## config.mk

```make
export PLATFORM = sky130hd
export DESIGN_NAME = mem_port_arbiter
export DESIGN_NICKNAME = d
export VERILOG_FILES = /design/src/rtl/mem_port_arbiter_pkg.sv /design/src/rtl/arb_prio_starve.sv /design/src/rtl/mem_port_arbiter.sv
export SDC_FILE = /design/constraint.sdc
export NUM_CORES = 1
export LEC_CHECK = 0
export ABC_AREA = 1
export BUFFER_PORTS_ARGS = -buffer_cell sky130_fd_sc_hd__buf_2
export CAP_MARGIN = 5
export CORE_ASPECT_RATIO = 0.8
export CORE_MARGIN = 1
export CORE_UTILIZATION = 30
export DETAILED_ROUTE_END_ITERATION = 10
export PLACE_DENSITY = 0.71
export SLEW_MARGIN = 40
export SYNTH_ARGS = -nofsm -noshare
export SYNTH_HDL_FRONTEND = slang
export SYNTH_SLANG_ARGS = --single-unit
```

## constraint.sdc

```tcl
create_clock -name clk -period 3.35 [get_ports clk]
set_clock_uncertainty 0.05 [all_clocks]
set_input_delay 0.335 -clock clk [delete_from_list [all_inputs] [get_ports clk]]
set_output_delay 0.335 -clock clk [all_outputs]
set_load 0.05 [all_outputs]
```

## src/rtl/mem_port_arbiter_pkg.sv

```systemverilog
// Shared definitions for the instruction-fetch / load-store memory port arbiter.
// Contents: FSM state encoding, request owner constants, streak counter width helper.
package mem_port_arbiter_pkg;

  // One-hot FSM encoding.
  typedef enum logic [2:0] {
    StIdle = 3'b001,
    StReq  = 3'b010,
    StResp = 3'b100
  } arb_state_e;

  // Owner of the transaction currently in flight.
  localparam logic OWNER_I = 1'b0;
  localparam logic OWNER_D = 1'b1;

  // Counter width that can hold every value 0..limit inclusive.
  function automatic int unsigned streak_width(input int unsigned limit);
    return $clog2(limit + 1);
  endfunction

endpackage

```

## src/rtl/arb_prio_starve.sv

```systemverilog
// Grant selection between fetch and data requests plus the anti-starvation streak counter.
// Data wins a tie unless it has already won STARVE_LIMIT ties in a row, in which case
// fetch is forced through once.
// Ports:
//   clk, rst   clock, synchronous active-high reset
//   grant_en   1 when a new grant may be issued (arbiter idle)
//   i_valid    fetch request pending
//   d_valid    data request pending
//   grant_i    fetch granted this cycle
//   grant_d    data granted this cycle
module arb_prio_starve
  import mem_port_arbiter_pkg::*;
#(
  parameter int unsigned STARVE_LIMIT = 4
) (
  input  logic clk,
  input  logic rst,
  input  logic grant_en,
  input  logic i_valid,
  input  logic d_valid,
  output logic grant_i,
  output logic grant_d
);

  localparam int unsigned StreakW = streak_width(STARVE_LIMIT);
  localparam logic [StreakW-1:0] Limit = StreakW'(STARVE_LIMIT);

  logic [StreakW-1:0] streak_q, streak_d;
  logic               starved;

  assign starved = (streak_q == Limit);

  always_comb begin
    grant_i = 1'b0;
    grant_d = 1'b0;
    if (grant_en) begin
      if (d_valid && !(i_valid && starved)) begin
        grant_d = 1'b1;
      end else if (i_valid) begin
        grant_i = 1'b1;
      end
    end
  end

  // Streak counts data grants that left fetch waiting; any grant that does not
  // leave fetch waiting resets it.
  always_comb begin
    streak_d = streak_q;
    if (grant_i) begin
      streak_d = '0;
    end else if (grant_d) begin
      if (!i_valid) begin
        streak_d = '0;
      end else if (!starved) begin
        streak_d = streak_q + 1'b1;
      end
    end
  end

  always_ff @(posedge clk) begin
    if (rst) begin
      streak_q <= '0;
    end else begin
      streak_q <= streak_d;
    end
  end

endmodule

```

## src/rtl/mem_port_arbiter.sv

```systemverilog
// Shares one memory request/response port between instruction fetch (read-only) and
// load/store (read/write). One transaction outstanding at a time: IDLE grants,
// REQ presents the registered request, RESP forwards read data to the owner.
// Ports:
//   clk, rst                          clock, synchronous active-high reset
//   I_Addr, I_Req_Valid/I_Req_Ready   fetch request
//   I_Rdata, I_Rvalid/I_Rready        fetch response
//   D_Addr, D_Write, D_Wdata, D_Wstrb data request fields
//   D_Req_Valid/D_Req_Ready           data request handshake
//   D_Rdata, D_Rvalid/D_Rready        load response
//   M_Addr, M_Write, M_Wdata, M_Wstrb registered request to memory
//   M_Req_Valid/M_Req_Ready           memory request handshake
//   M_Rdata, M_Rvalid/M_Rready        memory read response
module mem_port_arbiter
  import mem_port_arbiter_pkg::*;
#(
  parameter int unsigned ADDR_W       = 32,
  parameter int unsigned DATA_W       = 32,
  parameter int unsigned STARVE_LIMIT = 4
) (
  input  logic                clk,
  input  logic                rst,
  input  logic [ADDR_W-1:0]   I_Addr,
  input  logic                I_Req_Valid,
  output logic                I_Req_Ready,
  output logic [DATA_W-1:0]   I_Rdata,
  output logic                I_Rvalid,
  input  logic                I_Rready,
  input  logic [ADDR_W-1:0]   D_Addr,
  input  logic                D_Write,
  input  logic [DATA_W-1:0]   D_Wdata,
  input  logic [DATA_W/8-1:0] D_Wstrb,
  input  logic                D_Req_Valid,
  output logic                D_Req_Ready,
  output logic [DATA_W-1:0]   D_Rdata,
  output logic                D_Rvalid,
  input  logic                D_Rready,
  output logic [ADDR_W-1:0]   M_Addr,
  output logic                M_Write,
  output logic [DATA_W-1:0]   M_Wdata,
  output logic [DATA_W/8-1:0] M_Wstrb,
  output logic                M_Req_Valid,
  input  logic                M_Req_Ready,
  input  logic [DATA_W-1:0]   M_Rdata,
  input  logic                M_Rvalid,
  output logic                M_Rready
);

  arb_state_e state_q, state_d;

  logic                owner_q;
  logic [ADDR_W-1:0]   addr_q;
  logic                write_q;
  logic [DATA_W-1:0]   wdata_q;
  logic [DATA_W/8-1:0] wstrb_q;

  logic grant_en, grant_i, grant_d, rsp_ready;

  // Gated by rst so no ready is visible while reset is held.
  assign grant_en = (state_q == StIdle) && !rst;

  arb_prio_starve #(
    .STARVE_LIMIT(STARVE_LIMIT)
  ) u_prio (
    .clk     (clk),
    .rst     (rst),
    .grant_en(grant_en),
    .i_valid (I_Req_Valid),
    .d_valid (D_Req_Valid),
    .grant_i (grant_i),
    .grant_d (grant_d)
  );

  always_comb begin
    state_d     = state_q;
    I_Req_Ready = grant_i;
    D_Req_Ready = grant_d;
    M_Req_Valid = 1'b0;
    rsp_ready   = 1'b0;
    I_Rvalid    = 1'b0;
    D_Rvalid    = 1'b0;
    unique case (state_q)
      StIdle: begin
        if (grant_i || grant_d) begin
          state_d = StReq;
        end
      end
      StReq: begin
        M_Req_Valid = 1'b1;
        if (M_Req_Ready) begin
          // Stores complete on request acceptance; no response follows.
          state_d = write_q ? StIdle : StResp;
        end
      end
      StResp: begin
        rsp_ready = (owner_q == OWNER_D) ? D_Rready : I_Rready;
        I_Rvalid  = (owner_q == OWNER_I) && M_Rvalid;
        D_Rvalid  = (owner_q == OWNER_D) && M_Rvalid;
        if (M_Rvalid && rsp_ready) begin
          state_d = StIdle;
        end
      end
      default: state_d = StIdle;
    endcase
  end

  assign M_Rready = rsp_ready;
  assign I_Rdata  = M_Rdata;
  assign D_Rdata  = M_Rdata;
  assign M_Addr   = addr_q;
  assign M_Write  = write_q;
  assign M_Wdata  = wdata_q;
  assign M_Wstrb  = wstrb_q;

  always_ff @(posedge clk) begin
    if (rst) begin
      state_q <= StIdle;
      owner_q <= OWNER_I;
      addr_q  <= '0;
      write_q <= 1'b0;
      wdata_q <= '0;
      wstrb_q <= '0;
    end else begin
      state_q <= state_d;
      if (grant_d) begin
        owner_q <= OWNER_D;
        addr_q  <= D_Addr;
        write_q <= D_Write;
        wdata_q <= D_Wdata;
        wstrb_q <= D_Wstrb;
      end else if (grant_i) begin
        owner_q <= OWNER_I;
        addr_q  <= I_Addr;
        write_q <= 1'b0;
        wdata_q <= '0;
        wstrb_q <= '0;
      end
    end
  end

endmodule

```

---- Yosys cells after proc, flatten, opt, wreduce, memory -nomap -nowiden ----
Index checks and enable logic that the tools add are counted.
cells by class
  muxes and demuxes ....................... 26
  equality and inequality tests ........... 8
  magnitude comparators ................... 0
  reduce and logical (&&, ||, !) cells .... 13
  bitwise logic cells ..................... 1
  multipliers ............................. 0
  $add $sub $neg .......................... 1
  divide/modulo/power cells ............... 0
  shift-type cells ........................ 0
operators with widths
  kind                                                                    count
  32-bit two-way mux                                                      4
  3-bit two-way mux                                                       6
  1-bit two-way mux                                                       13
  3-bit case mux with 3 select lines                                      1
  4-bit two-way mux                                                       2
  3-bit equality test (second input constant)                             2
  1-bit logical AND                                                       6
  2-bit != test (second input constant)                                   3
  3-bit by 1-bit adder with 3-bit output (second input constant)          1
  3-bit by 1-bit equality test with 1-bit output (second input constant)  1
  3-bit by 2-bit equality test with 1-bit output (second input constant)  1
  3-bit AND reduction                                                     1
  1-bit logical NOT                                                       2
  2-bit by 1-bit != test with 1-bit output (second input constant)        1
  2-bit AND reduction                                                     1
  2-bit nonzero test                                                      1
  2-bit OR reduction                                                      1
  1-bit logical OR                                                        1
  1-bit NOT                                                               1
word-level totals
  bits in read-only memories .............. 0
  register bits after elaboration ......... 76
  memories ................................ 0
  latch bits .............................. 0
  RAM bits ................................ 0
  bits of input ports ..................... 141
  word-level logic and storage cells ...... 56
  output and inout bits ................... 139

---- Logic depth before layout (Yosys ltp) ----
  word-level depth ........................ 9
  mapped depth ............................ 10
  gate-level depth less buffers ........... 9

---- Modules after synthesis ----
Synthesis repeated with hierarchy kept, for this count alone.
second synthesis, totals
  cell total of the unflattened synthesis .. 541
  area total of the unflattened synthesis .. 3,714.8 µm²
modules (own cells, without submodules)
  module            area each (µm²)  seq. area each (µm²)  cells each  times used
  mem_port_arbiter  3,502.1          1,461.4               510         1
  arb_prio_starve   212.7            60.1                  31          1

---- Worst setup path before layout ----
OpenSTA, ideal clock, no wires.
  path kind ............................... register to register
  start point ............................. reg state_q[1]
  end point ............................... reg state_q[2]
  cell stages (with the launch flop) ...... 8
  buffers on the path ..................... 0
  arrival time ............................ 2.025 ns
  library setup time ...................... 0.115 ns
  data required time ...................... 3.185 ns
  setup slack ............................. 1.160 ns
  clock period less this slack ............ 2.190 ns
  path through ............................ dfxtp_1 -> inv_1 -> nor3_1 -> nand2_1 -> nand3_1 -> nand3_1 -> nand2_1 -> nor2_1
on the way
  word-level cells in the longest chain between the ends .. 6
  elaborated cells between the ends (all ways) .. 12
  those cells by class .................... eq/ne (6); mux (3); reduce/logical (3)
ends and longest elaborated chain
  item                                                       line                                            source
  from (decl)                                                mem_port_arbiter.sv:49                          arb_state_e state_q, state_d;
  from (signal assigned)                                     mem_port_arbiter.sv:117                         state_q <= StIdle;
  from (signal assigned)                                     mem_port_arbiter.sv:124                         state_q <= state_d;
  3-bit by 1-bit equality test with 1-bit output             mem_port_arbiter.sv:60, mem_port_arbiter.sv:82
  1-bit logical AND                                          mem_port_arbiter.sv:60                          assign grant_en = (state_q == StIdle) && !rst;
  1-bit two-way mux                                          arb_prio_starve.sv:36                           if (grant_en) begin
  1-bit logical OR                                           mem_port_arbiter.sv:84                          if (grant_i || grant_d) begin
  2-bit by 1-bit != test with 1-bit output (no source line)  --
  3-bit AND reduction (no source line)                       --
Parallel ways exist; a longest one is shown, timed or not.
A chain may end at the register's enable or synchronous reset.

---- Final worst setup path ----
  start point ............................. reg u_prio.streak_q[0]
  end point ............................... out D_Req_Ready
on the way
  word-level cells in the longest chain between the ends .. 6
ends and longest elaborated chain
  item                    line                    source
  from (decl)             arb_prio_starve.sv:28   logic [StreakW-1:0] streak_q, streak_d;
  from (signal assigned)  arb_prio_starve.sv:64   streak_q <= streak_d;
  3-bit equality test     arb_prio_starve.sv:31   assign starved = (streak_q == Limit);
  1-bit logical AND       arb_prio_starve.sv:37   if (d_valid && !(i_valid && starved)) begin
  1-bit logical NOT       arb_prio_starve.sv:37
  1-bit logical AND       arb_prio_starve.sv:37
  1-bit two-way mux       arb_prio_starve.sv:37
  1-bit two-way mux       arb_prio_starve.sv:36
  to (decl)               mem_port_arbiter.sv:34  output logic D_Req_Ready,
Every way passes these cells.

==> run metrics <==
Async SR Flop Fraction 0%; layout cells sized above 1 31.5%; r2r setup slk 1110 ps; DR WL/cell 11.9 um; die area 13,300 um2; num ports 280; H-tree levels 3; Reg2Reg Launch Point u_prio.streak_q[0]; Fmax 417 MHz; Die Y 103 um; Pins Over Slew Limit 0; PortBufs 183; largest net degree at the start of global routing 71; clock-pin slew on the worst setup and hold paths 60 ps; worst slack, placed 1100 ps; Final Net Count 811; Post-CTS Resized 0; Die W 129 um; Longest Clk Path Bufs 2; first-pass GRT wire length 15.7 mm; CTS buffer count 9; Bufs and invs on worst path 2; max_slew headroom 48.9%; Pwr Density 732 nW/um2; crit path from u_prio.streak_q[0]; crit start category flip-flop; top fanout value on the critical path 41; Sw Ratio 42.1%; Worst path slowest cell nor2_8; initial DRC count 135; CTS tree yes; area grow syn2layout 22.4%; syn_nets 706; RR Endpoint M_Addr[5]; Critical Path Sink Type output pin; final setup TNS 0 ps; Most used DFF post-synth dfxtp_1; antenna cells 0; via count 3,633; Mapped Area 3850 um2; worst path cell trace inv_1, ha_1, nand3_1, nand2_2, nor2_8, buf_2; Tot GR Track Use 15.2%; final WL 10.0 mm; DR DRC count 0; Syn. warnings 0; Clock power frac 28.9%; Hold-fix buffers, CTS 0; vias in the first global route 3,228; Worst path top cell family by delay simple AND/OR/NAND/NOR gates; Detail Placement HPWL 6.82 mm; Initial Util 31.2%; combinational power share 37.8%; Max-Cap Viols 0; Synth Area per Inst 6.84 um2; Worst Path Required 2960 ps; crit path to D_Req_Ready; classification of the worst setup path flip-flop to output pin; Internal 0.00200 W; Worst R2R Path Depth 9; gr ovfl total 0; CTS Sinks 76; DRT Pass-1 Iters 4; critical path arrival 2010 ps; crit path time final 2400 ps; Worst-Margin Slew 766 ps; synthesis-stage register bit count 76; Skew-Pair Late Insertion Delay 330 ps; CTS Root Cell clkbuf_16; Post CTS Setup Buffer Count 0; Core Rows 36; final setup violation count 0; RSZ-0062 raised after global routing false; initial antenna violation count 0; Seq pwr share 33.3%; Seq/Total Area, Yosys 39.5%; final hold violation count 0; Core Footprint 12,300 um2; status finished, final reports clean; leakage power 2.45 nW; crit-path max cell delay 500 ps; ANT nets after route 0; GP Congestion 0.761; via/cell ratio 4.30; peak supply drop 0.000301 V; Hold Crit Class primary input to flip-flop; Post-Synthesis Cells 563; period utilization 71.6%; critical path depth 6; Yosys cell types 25; Final WS setup 952 ps; Psw 0.00145 W; number of synthesized flops with an enable pin 0
## worst min path at each step
| stage | depth (start not counted) | to | start | slack [ps] |
|---|---|---|---|---|
| after global placement | 2 | M_Wdata[9] | M_Wdata[9] | 400 |
| after detailed placement | 2 | M_Wdata[12] | M_Wdata[12] | 400 |
| after CTS | 3 | M_Wdata[0] | D_Wdata[0] | 180 |
| final | 3 | M_Wdata[0] | D_Wdata[0] | 200 |
| after floorplan | 2 | u_prio.streak_q[1] | u_prio.streak_q[1] | 410 |
| after global routing | 3 | M_Wstrb[1] | D_Wstrb[1] | 190 |
## layer usage
layer	track usage, %	wire length (um)	up-vias
li1	-	-	1876
met1	18.8	4600	1572
met2	23.2	4300	160
met3	6.53	905	23
met4	5.43	166	2
met5	2.21	41	-
## worst reg2reg max path, stage by stage (launching register included)
cell and delay (ps):
dfxtp_1 350, inv_1 70, ha_1 200, nand3_1 90, nand2_2 110, nor2_8 500, inv_2 420, o21ai_0 200
nand2_1 70, a21oi_1 120
## power by group through the flow
stage | registers [W] | logic [W] | clock network, W
floorplan | 0.00162 | 0.000744 | 0
global placement | 0.00117 | 0.00130 | 0
detailed placement | 0.00117 | 0.00131 | 0
CTS | 0.00115 | 0.00131 | 0.00103
global route | 0.00117 | 0.00143 | 0.00107
finish | 0.00115 | 0.00130 | 0.000997
## logic make-up (layout without fill, tap and decap cells)
| family | count (synthesis) | in the layout | synth area share, % |
|---|---|---|---|
| AOI/OAI and AO/OA | 108 | 108 | 14.2 |
| adders and majority gates | 2 | 2 | 0.650 |
| buffers and inverters | 171 | 281 | 23.7 |
| DFF | 76 | 76 | 39.5 |
| and+or+nand+nor | 206 | 206 | 22.0 |
## cell usage in the layout, fill, tap and decap left out, drive strengths merged
cell type	instances
dfxtp	76
a21o	1
o211ai	1
nand2	182
and3	1
nand4	2
buf	187
nor4	1
nand3	7
nor3	5
nor2	7
o21ai	33
a21oi	73
bufinv	1
ha	2
clkbuf	10
clkinv	3
inv	80
or2	1
## registers in the layout (all words and copies together) (netlist names)
signal	count
M_Addr	32
M_Wdata	32
M_Wstrb	4
state_q	3
u_prio.streak_q	3
M_Write	1
owner_q	1
## Yosys cell counts, types with 2 or more instances
master | count | area share (%)
a21oi_1 | 73 | 9.5
buf_2 | 18 | 2.3
dfxtp_1 | 76 | 40
o21ai_1 | 5 | 0.65
inv_2 | 2 | 0.20
clkbuf_1 | 9 | 0.88
nand2_1 | 181 | 18
nor3_1 | 5 | 0.65
nor2_1 | 5 | 0.49
buf_4 | 66 | 13
inv_1 | 76 | 7.4
nand3_1 | 6 | 0.78
ha_1 | 2 | 0.65
o21ai_0 | 28 | 3.6
## through the flow
| stage | util, % | hold WS [ps] | area, um2 | total power (W) | cells |
|---|---|---|---|---|---|
| floorplan | - | 411 | 3850 | 0.00236 | 563 |
| global placement | 35.7 | 396 | 4400 | 0.00247 | 828 |
| detailed placement | 35.7 | 400 | 4400 | 0.00248 | 828 |
| CTS | 38.2 | 181 | 4710 | 0.00349 | 844 |
| global route | 38.2 | 190 | 4710 | 0.00367 | 844 |
| finish | 38.2 | 199 | 4710 | 0.00345 | 844 |
## final cells by class
type                    count  area, um2
clock buffers              10        239
clock inverters             6       70.1
fillers                  1341       7630
inverters                  78        293
multi-input cells         316       1420
flip-flops and latches     76       1520
well taps                 171        214
repair buffers            187        958
Note: power is estimated with default switching activity, not from simulation.
